$ cat config.mk
export PLATFORM = sky130hd
export DESIGN_NAME = i2s_frame_fifo
export DESIGN_NICKNAME = d
export VERILOG_FILES = /design/src/rtl/i2s_pkg.sv /design/src/rtl/i2s_frame_mem.sv /design/src/rtl/i2s_frame_fifo.sv
export SDC_FILE = /design/constraint.sdc
export NUM_CORES = 1
export LEC_CHECK = 0
export BUFFER_PORTS_ARGS = -buffer_cell sky130_fd_sc_hd__buf_4
export CAP_MARGIN = 15
export CORE_MARGIN = 5
export CORE_UTILIZATION = 55
export CTS_BUF_LIST = sky130_fd_sc_hd__clkbuf_4
export CTS_CLUSTER_SIZE = 8
export DETAILED_ROUTE_END_ITERATION = 10
export HOLD_SLACK_MARGIN = 0.02
export PLACE_DENSITY = 0.79
export SKIP_CTS_REPAIR_TIMING = 1
export SYNTH_ARGS = -nofsm -noshare
export SYNTH_HDL_FRONTEND = slang
export SYNTH_SLANG_ARGS = --single-unit
export TNS_END_PERCENT = 20
$ cat constraint.sdc
create_clock -name clk -period 12.3 [get_ports clk]
set_input_delay 2.46 -clock clk [delete_from_list [all_inputs] [get_ports clk]]
set_output_delay 2.46 -clock clk [all_outputs]
set_load 0.05 [all_outputs]
$ cat src/rtl/i2s_pkg.sv
// Shared I2S receive-path types: sample width and the stereo frame layout
// used by the controller, the frame FIFO and the DSP consumer.
package i2s_pkg;

   localparam int SAMPLE_W = 24;
   localparam int FRAME_W  = 2 * SAMPLE_W;

   typedef struct packed {
      logic [SAMPLE_W-1:0] left;
      logic [SAMPLE_W-1:0] right;
   } frame_t;

endpackage

$ cat src/rtl/i2s_frame_mem.sv
// Frame storage for the I2S frame FIFO: register array with one synchronous
// write port and one asynchronous read port.
module i2s_frame_mem #(
   parameter int DEPTH   = 4,
   parameter int FRAME_W = 48
) (
   input  logic                     clk,
   input  logic                     wr_en,
   input  logic [$clog2(DEPTH)-1:0] wr_addr,
   input  logic [FRAME_W-1:0]       wr_data,
   input  logic [$clog2(DEPTH)-1:0] rd_addr,
   output logic [FRAME_W-1:0]       rd_data
);

   logic [FRAME_W-1:0] mem [DEPTH];

   genvar gi;
   generate
      for (gi = 0; gi < DEPTH; gi++) begin : g_entry
         always_ff @(posedge clk) begin
            if (wr_en && (wr_addr == gi[$clog2(DEPTH)-1:0])) begin
               mem[gi] <= wr_data;
            end
         end
      end
   endgenerate

   assign rd_data = mem[rd_addr];

endmodule

$ cat src/rtl/i2s_frame_fifo.sv
// Receive-side stereo frame FIFO: captures one frame per strobe, presents the
// head frame first-word-fall-through on registered outputs, flags lost frames.
module i2s_frame_fifo #(
   parameter int SAMPLE_W = i2s_pkg::SAMPLE_W,
   parameter int DEPTH    = 4
) (
   input  logic                       clk,
   input  logic                       reset,
   input  logic [SAMPLE_W-1:0]        inLeft,
   input  logic [SAMPLE_W-1:0]        inRight,
   input  logic                       inStrobe,
   output logic [SAMPLE_W-1:0]        outLeft,
   output logic [SAMPLE_W-1:0]        outRight,
   output logic                       outValid,
   input  logic                       outReady,
   output logic [$clog2(DEPTH):0]     level,
   output logic                       overflow,
   input  logic                       clearOverflow
);

   localparam int AW      = $clog2(DEPTH);
   localparam int LW      = AW + 1;
   localparam int FRAME_W = 2 * SAMPLE_W;

   logic [AW-1:0]       wr_ptr_reg, wr_ptr_next;
   logic [AW-1:0]       rd_ptr_reg, rd_ptr_next;
   logic [LW-1:0]       level_reg, level_next, level_after_pop;
   logic                valid_reg;
   logic                overflow_reg, overflow_next;
   logic [FRAME_W-1:0]  out_frame_reg, out_frame_next;
   logic [FRAME_W-1:0]  in_frame, rd_data;
   logic                push, pop, full, drop, bypass;

   assign in_frame = {inLeft, inRight};

   always_comb begin
      pop             = valid_reg && outReady;
      full            = (level_reg == LW'(DEPTH));
      push            = inStrobe && (!full || pop);
      drop            = inStrobe && full && !pop;
      level_after_pop = level_reg - LW'(pop);
      level_next      = level_after_pop + LW'(push);
      wr_ptr_next     = wr_ptr_reg + AW'(push);
      rd_ptr_next     = rd_ptr_reg + AW'(pop);
      // The new head is the frame being written right now only when nothing
      // else remains stored after this cycle's pop.
      bypass          = push && (level_after_pop == '0);
      out_frame_next  = out_frame_reg;
      if (level_next != '0) begin
         out_frame_next = bypass ? in_frame : rd_data;
      end
      overflow_next = overflow_reg;
      if (drop) begin
         overflow_next = 1'b1;
      end else if (clearOverflow) begin
         overflow_next = 1'b0;
      end
   end

   i2s_frame_mem #(
      .DEPTH   (DEPTH),
      .FRAME_W (FRAME_W)
   ) u_mem (
      .clk     (clk),
      .wr_en   (push),
      .wr_addr (wr_ptr_reg),
      .wr_data (in_frame),
      .rd_addr (rd_ptr_next),
      .rd_data (rd_data)
   );

   always_ff @(posedge clk) begin
      if (reset) begin
         wr_ptr_reg    <= '0;
         rd_ptr_reg    <= '0;
         level_reg     <= '0;
         valid_reg     <= 1'b0;
         overflow_reg  <= 1'b0;
         out_frame_reg <= '0;
      end else begin
         wr_ptr_reg    <= wr_ptr_next;
         rd_ptr_reg    <= rd_ptr_next;
         level_reg     <= level_next;
         valid_reg     <= (level_next != '0);
         overflow_reg  <= overflow_next;
         out_frame_reg <= out_frame_next;
      end
   end

   assign outLeft  = out_frame_reg[FRAME_W-1:SAMPLE_W];
   assign outRight = out_frame_reg[SAMPLE_W-1:0];
   assign outValid = valid_reg;
   assign level    = level_reg;
   assign overflow = overflow_reg;

endmodule
-- Yosys cells after proc, flatten, opt, wreduce, memory -nomap -nowiden
Memory sizes are Yosys's and may differ from the RTL's.
Cells that the tools add are included.
- add/sub/neg operators: 4
- equal/unequal tests: 4
- muxes and demuxes: 20
- reduce and logical (&&, ||, !) cells: 19
- operator list (operator ; count):
    $mux 48 ; 4
    $reduce_or 48->1 ; 3
    $mux 1 ; 13
    $logic_and 1x1->1 ; 9
    $mux 2 ; 3
    $add 2x1->2 ; 2
    $eq 2x2->1 const B ; 2
    $add 3x1->3 ; 1
    $eq 3x3->1 const B ; 1
    $logic_not 3->1 ; 1
    $reduce_bool 3->1 ; 1
    $sub 3x1->3 ; 1
    $eq 2x1->1 const B ; 1
    $logic_not 1->1 ; 2
    $logic_not 2->1 ; 1
    $reduce_bool 2->1 ; 1
    $logic_or 1x1->1 ; 1
- register bits: 57
- RAM bits: 192
- bits of input ports: 53
- output and inout bits: 53
- logic and storage cells: 54
- memories: 1
- memories (name ; depth ; bits a word ; read ports ; clocked after memory_dff ; wr ports ; RTL line ; text):
    u_mem.mem ; 4 ; 48 ; 1 ; 0 ; 1 ; i2s_frame_mem.sv:15 ; logic [FRAME_W-1:0] mem [DEPTH];

-- Depth between registers and ports, before layout
Gate-level depths: netlist of run 1.
- depth after elaboration: 11
- gate-level depth with buffers: 12
- gate-level depth less buffers: 9

-- By module
From an unflattened synthesis of run 1, not the netlist that was laid out.
- cell total of the unflattened synthesis: 565
- area, all modules: 9572.9 um2
- modules (own cells, without submodules) (module ; instances ; cells an instance ; area each (um2) ; seq. area each (um2)):
    i2s_frame_mem ; 1 ; 254 ; 6949.2 ; 5765.5
    i2s_frame_fifo ; 1 ; 311 ; 2623.8 ; 1141.1

-- Worst setup path before layout of run 1
No wires, ideal clock.
- kind: input port to flip-flop
- start point: input outReady
- end point: memory u_mem.mem[1][0], enable pin
- setup time: 523 ps
- arrival time: 6540 ps
- required time: 11777 ps
- slack: 5237 ps
- stages on the path: 4
- path buffers: 1
- cell sequence: a211oi_1 -> a21bo_2 -> clkbuf_1 -> nor3b_1
- longest elaborated chain between the ends: 10
- ends and longest elaborated chain (what ; RTL line ; text):
    start: declaration ; i2s_frame_fifo.sv:15 ; input logic outReady,
    $logic_and 1x1->1 (*) ; i2s_frame_fifo.sv:37 ; pop = valid_reg && outReady;
    $logic_or 1x1->1 (*) ; i2s_frame_fifo.sv:39 ; push = inStrobe && (!full || pop);
    $logic_and 1x1->1 (*) ; i2s_frame_fifo.sv:39 ;
    $logic_and 1x1->1 ; i2s_frame_mem.sv:21 ; if (wr_en && (wr_addr == gi[$clog2(DEPTH)-1:0])) begin
    $mux 1 ; i2s_frame_mem.sv:21 ;
    $mux 1 (implied by the code) ; i2s_frame_mem.sv:22 ; mem[gi] <= wr_data;
    $reduce_or 48->1 (no line) ; -- ;
    $mux 2 (no line) or $mux 1 (tied branches) (3 in a row) ; -- ;
    end: declaration ; i2s_frame_mem.sv:15 ;
Mark *: on every way between the ends. The rest lies on a longest branch, timed or not.

-- Worst setup path in the final report of run 1
- start point: input outReady
- end point: register out_frame_reg[38]
- longest elaborated chain between the ends: 5
- ends and longest elaborated chain (what ; RTL line ; text):
    $logic_and 1x1->1 (*) ; i2s_frame_fifo.sv:37 ;
    parallel branches: the longest is 4 deep, another holds $sub 3x1->3 ; -- ;
    end signal: assignment ; i2s_frame_fifo.sv:86 ; out_frame_reg <= out_frame_next;
    end: declaration ; i2s_frame_fifo.sv:30 ; logic [FRAME_W-1:0] out_frame_reg, out_frame_next;
Mark *: on every way between the ends.
A chain may end at the register's enable or synchronous reset.

==> results of run 1 <==
## synthesized netlist by cell type, drive strengths merged
library cell,n,share of area (%)
nor4,2,0.36
clkbuf,14,0.57
xor2,1,0.095
nor2b,4,0.27
o21ai,2,0.11
mux4,48,12
xnor2,2,0.19
edfxtp,192,62
o31a,2,0.19
inv,9,0.36
buf,12,0.99
or3,1,0.12
nor3b,1,0.081
xor3,1,0.26
nand3,1,0.054
and3,1,0.068
nor3,2,0.11
dfxtp,57,12
nand2,1,0.040
a21bo,1,0.11
nor2,6,0.24
ha,6,0.81
o211a,1,0.11
a211oi,3,0.24
and2,49,3.3
a221o,46,5.0
a32oi,1,0.095
## final cells by class
cell class	count	area, um^2
sequential	249	6910
fill	1134	5500
multi-input combinational	182	2240
timing repair buffer	113	848
clock buffer	86	646
tap	220	275
clock inverter	21	81.3
inverter	9	33.8
antenna	1	2.50
## worst min path at each step
stage / from / to / slack, ns / depth (start not counted)
2_1_floorplan: wr_ptr_reg[1] / wr_ptr_reg[1] / 0.53 / 2
3_3_place_gp: overflow / overflow / 0.47 / 2
3_5_place_dp: overflow / overflow / 0.49 / 2
4_1_cts: overflow / overflow / 0.50 / 2
5_1_grt: out_frame_reg[43] / out_frame_reg[43] / 0.55 / 2
6_report: overflow / overflow / 0.49 / 2
## worst min-delay path, stage by stage (launching register included)
cell	delay, ns
dfxtp_1	0.33
a32oi_1	0.06
nor2_1	0.07
## layer usage
metal  GRT usage, %  wire [um]
met1           24.9       7670
met2           32.1       9530
met3           4.60       1160
met4           6.37        221
met5              0          0
## stage by stage
stage / cells / hold slack, ns
floorplan: 466 / 0.529
global placement: 773 / 0.472
detailed placement: 773 / 0.489
CTS: 880 / 0.504
global route: 881 / 0.550
finish: 881 / 0.495
## power groups by stage
| stage | clock (W) | combinational [W] | sequential [W] |
|---|---|---|---|
| 6_report | 0.000624 | 0.000956 | 0.00112 |
| 5_1_grt | 0.000694 | 0.00102 | 0.00113 |
| 4_1_cts | 0.000645 | 0.000968 | 0.00112 |
| 3_5_place_dp | 0 | 0.000968 | 0.00113 |
| 3_3_place_gp | 0 | 0.000941 | 0.00113 |
| 2_1_floorplan | 0 | 0.000512 | 0.00133 |
## cells by family (layout without fill, tap and decap cells)
family	Yosys count	count (layout)	synth area share [%]
fa+ha+maj	6	6	0.811
mux	48	48	11.7
compound gates	56	56	5.82
flops	249	249	74.6
buf+inv	35	229	1.92
other cells	0	1	0
xor+xnor	4	4	0.540
simple gates	68	68	4.66
==> summary.txt, run 1 <==
Worst setup path
  • Worst R2R Setup Slack: 9.08 ns
  • Crit-path cells: buf_4, a211oi_1, a21bo_2, inv_1, ha_1, ha_1, xor3_1, or3_4, o211a_2, buf_4, a221o_1
  • Buf/Inv on CP: 3
  • Max incr delay on CP: 0.41 ns
  • WS Path Type: in2reg
  • Worst-path maximum fanout: 46
  • Crit path arrival time: 5.31 ns
  • Worst setup SP type: input pin
  • Reg2Reg Depth: 10
  • Worst Setup EP: out_frame_reg[38]
  • Crit path depth: 11
  • Critical path's slowest cell: a221o_1
  • RR Endpoint: out_frame_reg[38]
  • Crit path max-delay family: compound AO/OA/AOI/OAI gates
  • CP Launch Point: outReady
  • Reg2reg start: outValid
  • Worst Path Required: 12.80 ns
  • Setup crit end kind: flop

STA
  • Max Clk Rate: 208 MHz
  • Worst setup margin: 7.49 ns
  • Slew Viols, Final: 0
  • Setup TNS: 0 ns
  • Final hold vios: 0
  • Final min period: 4.81 ns
  • Max_slew headroom: 28.2%
  • RSZ-0062 raised after global routing: no
  • Setup Skew: 0.0170 ns
  • Period utilization: 39.1%
  • Setup violators final: 0
  • Least-Margin Pin Slew: 1.07 ns

Clock tree
  • Bufs on Longest Clock Path: 3
  • TritonCTS sink count: 249
  • CTS Root Buffer Type: clkbuf_4
  • Worst skew pair latency: 0.63 ns
  • CTS tree: done
  • Worst-path clk slew: 0.06 ns
  • # H-tree levels: 2
  • Num CTS Buffers: 59

Power
  • NetSw: 0.000930 W
  • Power per cell area: 244 mW/mm^2
  • Comb pwr share: 35.5%
  • Reg power frac: 41.4%
  • Sw Ratio: 34.5%
  • Peak supply drop: 0.166 mV
  • Static Leak: 3.99 nW
  • Clock power frac: 23.2%
  • Total power: 0.00270 W
  • P_int: 0.00177 W

Detailed routing
  • Avg WL per Cell: 21.1 um
  • Pre-Repair DR Iteration Count: 5
  • Drt initial violations: 320
  • Drt via density: 5.70
  • Routed WL: 18,600 um
  • Vias: 5,025
  • Routed Antenna Nets: 0
  • DRC violation count after routing: 0

Layout
  • Util after Layout: 66.7%
  • Final instance area: 0.0110 mm^2
  • Share of cells above drive strength 1: 39.5%
  • Max reg flops: 192
  • Final net count: 673
  • Most frequent cells in the layout: edfxtp_1, buf_4, clkbuf_4
  • Synth-to-layout area growth: 19.1%
  • Commonest non-fill, non-tap cell in the layout: edfxtp_1

Floorplan
  • Die area: 0.0195 mm^2
  • Row count: 47
  • Die X: 140 um
  • Core Region: 0.0165 mm^2
  • IO Count: 106
  • DIE HEIGHT: 140 um
  • Initial Utilization: 56.0%

Global routing
  • Total track usage: 19.2%
  • Vias in the first global route: 5,488
  • Largest net degree at the start of global routing: 50
  • Initial antenna violation count: 1
  • First-pass GRT wire length: 29,300 um
  • Congestion Overflow GR: 0

Place
  • IO buf count: 105
  • Area after DPL: 0.0103 mm^2
  • Pre-CTS setup slack: 6.91 ns
  • Routability Congestion: 0.800
  • Final HPWL DP: 10,300 um

Synthesis
  • Post-Synthesis Cells: 466
  • Synthesized flop and latch total: 249
  • Syn. warnings: 0
  • Synth cell types: 29
  • Synth Net Count: 525
  • Avg Cell Area, Syn: 19.9 um^2
  • Synthesized area: 0.00926 mm^2
  • Post-synthesis sequential area ratio: 74.6%

Run
  • Max-Cap Viols: 0

Worst hold path
  • Hold Crit Class: reg2reg

Outcome
  • Status: complete, no violations
(Power assumes the default switching activity.)
==> inputs of run 2 (changes only) <==
--- a/config.mk
+++ b/config.mk
@@ -5,6 +5,7 @@
 export SDC_FILE = /design/constraint.sdc
 export NUM_CORES = 1
 export LEC_CHECK = 0
+export ABC_AREA = 1
 export BUFFER_PORTS_ARGS = -buffer_cell sky130_fd_sc_hd__buf_4
 export CAP_MARGIN = 15
 export CORE_MARGIN = 5
@@ -13,7 +14,7 @@
 export CTS_CLUSTER_SIZE = 8
 export DETAILED_ROUTE_END_ITERATION = 10
 export HOLD_SLACK_MARGIN = 0.02
-export PLACE_DENSITY = 0.79
+export PLACE_DENSITY = 0.78
 export SKIP_CTS_REPAIR_TIMING = 1
 export SYNTH_ARGS = -nofsm -noshare
 export SYNTH_HDL_FRONTEND = slang
==> constraint.sdc (replaced) <==
create_clock -name clk -period 4.81 [get_ports clk]
set_input_delay 0.962 -clock clk [delete_from_list [all_inputs] [get_ports clk]]
set_output_delay 0.962 -clock clk [all_outputs]
set_load 0.05 [all_outputs]
==> summary.txt, run 2 <==
Outcome
  • Status: complete, no violations

STA
  • Period utilization: 62.6%
  • Setup violators final: 0 (unchanged)
  • Least-Margin Pin Slew: 1.06 ns (-0.00981 ns)
  • RSZ-0062 raised after global routing: no
  • Max_slew headroom: 29.1% (+0.94 points)
  • Max Clk Rate: 332 MHz
  • Final hold vios: 0 (unchanged)
  • Final min period: 3.01 ns
  • Slew Viols, Final: 0 (unchanged)
  • Worst setup margin: 1.80 ns (-5.69 ns)
  • Setup TNS: 0 ns (unchanged)
  • Setup Skew: 0.0292 ns (+0.0122 ns)

Clock tree
  • # H-tree levels: 3 (+1)
  • Num CTS Buffers: 67 (+14%)
  • Worst-path clk slew: 0.06 ns (about the same)
  • Worst skew pair latency: 0.65 ns (+0.02 ns)
  • TritonCTS sink count: 249 (unchanged)
  • CTS tree: done
  • Bufs on Longest Clock Path: 3 (unchanged)
  • CTS Root Buffer Type: clkbuf_4

Layout
  • Max reg flops: 192 (unchanged)
  • Share of cells above drive strength 1: 19.5% (-20 points)
  • Commonest non-fill, non-tap cell in the layout: nand2_1
  • Util after Layout: 65.3% (-1.4 points)
  • Most frequent cells in the layout: nand2_1, edfxtp_1, buf_4
  • Sequential standard cell area: 0.00691 mm^2 (unchanged)
  • Final net count: 1,254 (+86%)
  • Ant diodes: 0 (-1)
  • Synth-to-layout area growth: 17.9%
  • Fill cells: 1,427 (+26%)
  • Final instance area: 0.0121 mm^2 (+10%)
  • Multi-input gate area: 0.00296 mm^2 (+32%)

Place
  • Area after DPL: 0.0112 mm^2 (+9.0%)
  • Final HPWL DP: 12,800 um (+24%)
  • Routability Congestion: 0.765 (-4.5%)
  • IO buf count: 105 (unchanged)
  • Pre-CTS setup slack: 1.20 ns (-5.71 ns)

Global routing
  • Initial antenna violation count: 0 (-1)
  • Total track usage: 22.0% (+2.9 points)
  • First-pass GRT wire length: 37,900 um (+29%)
  • Vias in the first global route: 7,645 (+39%)
  • Largest net degree at the start of global routing: 69 (+38%)
  • Congestion Overflow GR: 0 (unchanged)

Synthesis
  • Synth top area share: 56.0% (-6.2 points)
  • Synthesized flop and latch total: 249 (unchanged)
  • Top_reg_cell synth: edfxtp_1
  • Ys async rst share: 0% (unchanged)
  • Commonest cells post-synth: nand2_1, edfxtp_1, nor2_1, o21ai_0, dfxtp_1
  • Most common cell in the netlist: nand2_1
  • Avg Cell Area, Syn: 9.70 um^2 (-51%)
  • Synth Net Count: 1,120 (+110%)
  • Syn. warnings: 0 (unchanged)
  • Synth cell types: 23 (-21%)
  • Synthesized area: 0.0103 mm^2 (+11%)
  • Largest area contributor in the netlist: edfxtp_1
  • Number of flops mapped to enable cells by yosys: 192 (unchanged)
  • Post-synthesis sequential area ratio: 67.1% (-7.4 points)
  • Synth area leaders: edfxtp_1, nand2_1, dfxtp_1
  • Post-Synthesis Cells: 1,061 (+130%)

Worst setup path
  • WS Path Type: in2reg
  • Buf/Inv on CP: 4 (+1)
  • Max incr delay on CP: 0.76 ns (+0.35 ns)
  • Reg2reg start: outValid
  • Setup crit end kind: flop
  • Crit-path cells: buf_4, nand2_1, inv_1, ha_1, inv_1, ha_1, ha_1, nor2_1, nand3_2, nand2_1, inv_2, nand3_1, nand2_1
  • Worst-path maximum fanout: 47 (+2.2%)
  • Crit path arrival time: 3.59 ns (-1.72 ns)
  • Critical path's slowest cell: inv_2
  • Worst Path Required: 5.39 ns (-7.41 ns)
  • CP Launch Point: outReady
  • Crit path max-delay family: buffers and inverters
  • Worst setup SP type: input pin

Detailed routing
  • Drt initial violations: 672 (+110%)
  • Routed Antenna Nets: 0 (unchanged)
  • Vias: 7,664 (+53%)
  • Pre-Repair DR Iteration Count: 5 (unchanged)
  • Drt via density: 5.17 (-9.4%)
  • Avg WL per Cell: 15.9 um (-25%)
  • DRC violation count after routing: 0 (unchanged)
  • Routed WL: 23,500 um (+27%)

Floorplan
  • Core Region: 0.0186 mm^2 (+12%)
  • Die X: 147 um (+5.0%)
  • DIE HEIGHT: 147 um (+5.0%)
  • IO Count: 106 (unchanged)
  • Initial Utilization: 55.4% (-0.67 points)
  • Row count: 50 (+6.4%)
  • Die area: 0.0215 mm^2 (+10%)

Power
  • Static Leak: 5.39 nW (+35%)
  • Power per cell area: 648 mW/mm^2 (+170%)
  • Peak supply drop: 0.438 mV (+160%)
  • Total power: 0.00787 W (+190%)

Worst hold path
  • Worst Min Path Start: out_frame_reg[14]
  • Hold Crit Class: reg2reg

Run
  • Max-Cap Viols: 0 (unchanged)
## run 2: cell types whose count changed in the layout (fill, tap and decap cells not counted), sizes merged, moves of 46 or more
cell	previous run	this run
nor2	6	83
a221o	46	0
and2	49	0
mux4	48	0
nand2	1	505
o21ai	2	84
## run 2: stage by stage
stage	std cells	hold WS (ns)
2_1_floorplan	1061	0.520
3_3_place_gp	1360	0.439
3_5_place_dp	1360	0.440
4_1_cts	1483	0.454
5_1_grt	1483	0.462
6_report	1483	0.449
## run 2: area by class of cell
type	count	area share (%)
inverters	44	1.37
flip-flops and latches	249	56.9
clock inverters	27	1.51
repair buffers	121	7.49
clock buffers	96	5.94
well taps	234	2.41
multi-input cells	712	24.4
## run 2: tightest hold or removal path, delay by kind of cell (launching register included)
family / cells / cell delay (ns)
AND/OR/NAND/NOR: 2 / 0.10
flip-flops: 1 / 0.31
## run 2: logic make-up after synthesis
kind of cell             after synthesis  synth area share (%)
buffers and inverters                100                  4.51
adder cells (fa/ha/maj)                6                 0.730
flip-flops                           249                  67.1
AND/OR/NAND/NOR                      620                  23.4
AO/OA/AOI/OAI                         85                  4.13
XOR/XNOR                               1                0.0851
## run 2: report_power, final
| part | total [W] | internal, W | switching [W] |
|---|---|---|---|
| logic | 0.00311 | 0.000861 | 0.00225 |
| registers | 0.00283 | 0.00268 | 0.000143 |
| clock network | 0.00192 | 0.00109 | 0.000838 |
| total | 0.00787 | 0.00463 | 0.00323 |
## run 2: worst paths after layout
check / endpoint / slack [ns] / cells after the start
min reg2reg: out_frame_reg[14] / 0.45 / 2
min: out_frame_reg[14] / 0.45 / 2
max: out_frame_reg[0] / 1.80 / 13
max reg2reg: out_frame_reg[0] / 1.82 / 12
## run 2: routing by layer
metal	wire length (um)	up-vias	GRT usage (%)	share of wire, %
li1	-	3753	-	-
met1	9770	3529	28.4	42
met2	11200	334	35.8	48
met3	2080	48	5.98	8.8
met4	477	0	8.47	2.0
met5	0	-	0	0
==> inputs of run 3 (changes only) <==
--- a/config.mk
+++ b/config.mk
@@ -14,7 +14,7 @@
 export CTS_CLUSTER_SIZE = 8
 export DETAILED_ROUTE_END_ITERATION = 10
 export HOLD_SLACK_MARGIN = 0.02
-export PLACE_DENSITY = 0.78
+export PLACE_DENSITY = 0.81
 export SKIP_CTS_REPAIR_TIMING = 1
 export SYNTH_ARGS = -nofsm -noshare
 export SYNTH_HDL_FRONTEND = slang
==> constraint.sdc (replaced) <==
create_clock -name clk -period 2.6 [get_ports clk]
set_input_delay 0.52 -clock clk [delete_from_list [all_inputs] [get_ports clk]]
set_output_delay 0.52 -clock clk [all_outputs]
set_load 0.05 [all_outputs]
==> summary.txt, run 3 (synthesized netlist as in run 2, its figures left out) <==
Global routing
  • Initial antenna violation count: 0 (unchanged)
  • Congestion Overflow GR: 0 (unchanged)
  • Vias in the first global route: 7,869 (+2.9%)
  • Total track usage: 22.7% (+0.68 points)
  • Largest net degree at the start of global routing: 68 (-1.4%)
  • First-pass GRT wire length: 39,200 um (+3.6%)

STA
  • Final min period: 2.41 ns
  • Setup TNS: 0 ns (unchanged)
  • Setup violators final: 0 (unchanged)
  • Max Clk Rate: 415 MHz
  • Least-Margin Pin Slew: 0.682 ns (-0.379 ns)
  • Worst setup margin: 0.189 ns (-1.61 ns)
  • Slew Viols, Final: 0 (unchanged)
  • Period utilization: 92.7%
  • Max_slew headroom: 54.4% (+25 points)
  • Setup Skew: 0.0813 ns (+0.0521 ns)
  • Final hold vios: 0 (unchanged)

Worst hold path
  • Hold path depth: 1 (-1)
  • Hold Crit Class: in2reg

Layout
  • Ant diodes: 0 (unchanged)
  • Most frequent cells in the layout: nand2_1, edfxtp_1, buf_4
  • Share of cells above drive strength 1: 20.4% (+0.93 points)
  • Commonest non-fill, non-tap cell in the layout: nand2_1
  • Synth-to-layout area growth: 23.9%
  • Final net count: 1,303 (+3.9%)
  • Max reg flops: 192 (unchanged)

Detailed routing
  • DRC violation count after routing: 0 (unchanged)
  • Routed WL: 25,000 um (+6.4%)
  • Drt via density: 5.21 (+0.90%)
  • Avg WL per Cell: 16.4 um (+3.2%)
  • Pre-Repair DR Iteration Count: 5 (unchanged)
  • Drt initial violations: 633 (-5.8%)
  • Routed Antenna Nets: 0 (unchanged)
  • Vias: 7,973 (+4.0%)

Clock tree
  • Worst-path clk slew: 0.07 ns (about the same)
  • CTS tree: done
  • Bufs on Longest Clock Path: 3 (unchanged)
  • TritonCTS sink count: 249 (unchanged)
  • # H-tree levels: 2 (-1)
  • Worst skew pair latency: 0.74 ns (+0.09 ns)
  • Num CTS Buffers: 60 (-10%)
  • CTS Root Buffer Type: clkbuf_4

Outcome
  • Status: complete, no violations

Worst setup path
  • Setup crit end kind: flop
  • Critical path's slowest cell: dfxtp_4
  • Worst Path Required: 3.21 ns (-2.18 ns)
  • Max incr delay on CP: 0.34 ns (-0.42 ns)
  • Worst-path maximum fanout: 15 (-68%)
  • Crit path arrival time: 3.02 ns (-0.57 ns)
  • WS Path Type: reg2reg
  • Crit-path cells: nand2_1, inv_1, ha_1, inv_1, ha_1, ha_1, nor2_2, nand3_2, nor2_4, buf_12, nand2_1, nand2_1
  • Worst setup SP type: flop
  • Reg2Reg Depth: 12 (unchanged)

Floorplan
  • Core Region: 0.0186 mm^2 (unchanged)
  • Initial Utilization: 55.4% (unchanged)
  • Row count: 50 (unchanged)
  • DIE HEIGHT: 147 um (unchanged)
  • Die X: 147 um (unchanged)
  • Die area: 0.0215 mm^2 (unchanged)
  • IO Count: 106 (unchanged)

Power
  • P_int: 0.00868 W (+87%)
  • NetSw: 0.00614 W (+90%)
  • Comb pwr share: 42.7% (+3.1 points)
  • Power per cell area: 1160 mW/mm^2 (+79%)
  • Static Leak: 5.64 nW (+4.8%)
  • Reg power frac: 35.5% (-0.4 points)
  • Clock power frac: 21.8% (-2.7 points)
  • Sw Ratio: 41.4% (+0.33 points)
  • Peak supply drop: 0.792 mV (+81%)

Run
  • Max-Cap Viols: 0 (unchanged)

Place
  • Routability Congestion: 0.802 (+4.9%)
  • Pre-CTS setup slack: -0.0723 ns (-1.27 ns)
  • IO buf count: 105 (unchanged)
  • Final HPWL DP: 14,500 um (+13%)
-- run 3: final timing paths --
check	start	endpoint	slack (ns)
worst min-delay path	inLeft[10]	u_mem.mem[0][34]	0.06
worst min register to register	out_frame_reg[42]	out_frame_reg[42]	0.45
worst max-delay path	outValid	out_frame_reg[2]	0.19
worst max register to register	outValid	out_frame_reg[2]	0.19
-- run 3: worst max-delay path, delay by kind of cell (launching register included) --
| family | cells | cell delay [ns] |
|---|---|---|
| buffers and inverters | 3 | 0.31 |
| flip-flops | 1 | 0.34 |
| adder cells (fa/ha/maj) | 3 | 0.81 |
| AND/OR/NAND/NOR | 6 | 0.83 |
-- run 3: per-layer routing --
layer / wire length, um / GRT usage (%) / vias up
li1: - / - / 3856
met1: 9550 / 27.1 / 3710
met2: 12900 / 39.9 / 347
met3: 1950 / 4.78 / 60
met4: 668 / 9.74 / 0
met5: 0 / 0 / -
-- run 3: power by group through the flow --
stage / combinational (W) / clock [W] / sequential (W)
final: 0.00632 / 0.00324 / 0.00526
after detailed placement: 0.00625 / 0 / 0.00533
after floorplan: 0.00330 / 0 / 0.00625
after CTS: 0.00628 / 0.00330 / 0.00526
after global placement: 0.00606 / 0 / 0.00532
after global routing: 0.00699 / 0.00352 / 0.00531
-- run 3: area by class of cell --
cell class / instances / area [um^2]
Clock buffer: 95 / 713
Clock inverter: 18 / 87.6
Fill cell: 1339 / 5830
Inverter: 44 / 166
Multi-Input combinational cell: 712 / 2990
Sequential cell: 249 / 6920
Tap cell: 234 / 293
Timing Repair Buffer: 177 / 1590
-- run 3: per-stage QoR --
stage | hold WS, ns | util, % | total power [W] | area (um^2) | instances
6_report | 0.0647 | 68.6 | 0.0148 | 12800 | 1529
5_1_grt | 0.0282 | 68.6 | 0.0158 | 12800 | 1529
4_1_cts | -0.0519 | 66.5 | 0.0148 | 12400 | 1490
3_5_place_dp | 0.442 | 62.2 | 0.0116 | 11600 | 1377
3_3_place_gp | 0.438 | 62.2 | 0.0114 | 11600 | 1377
2_1_floorplan | 0.582 | - | 0.00955 | 10400 | 1061
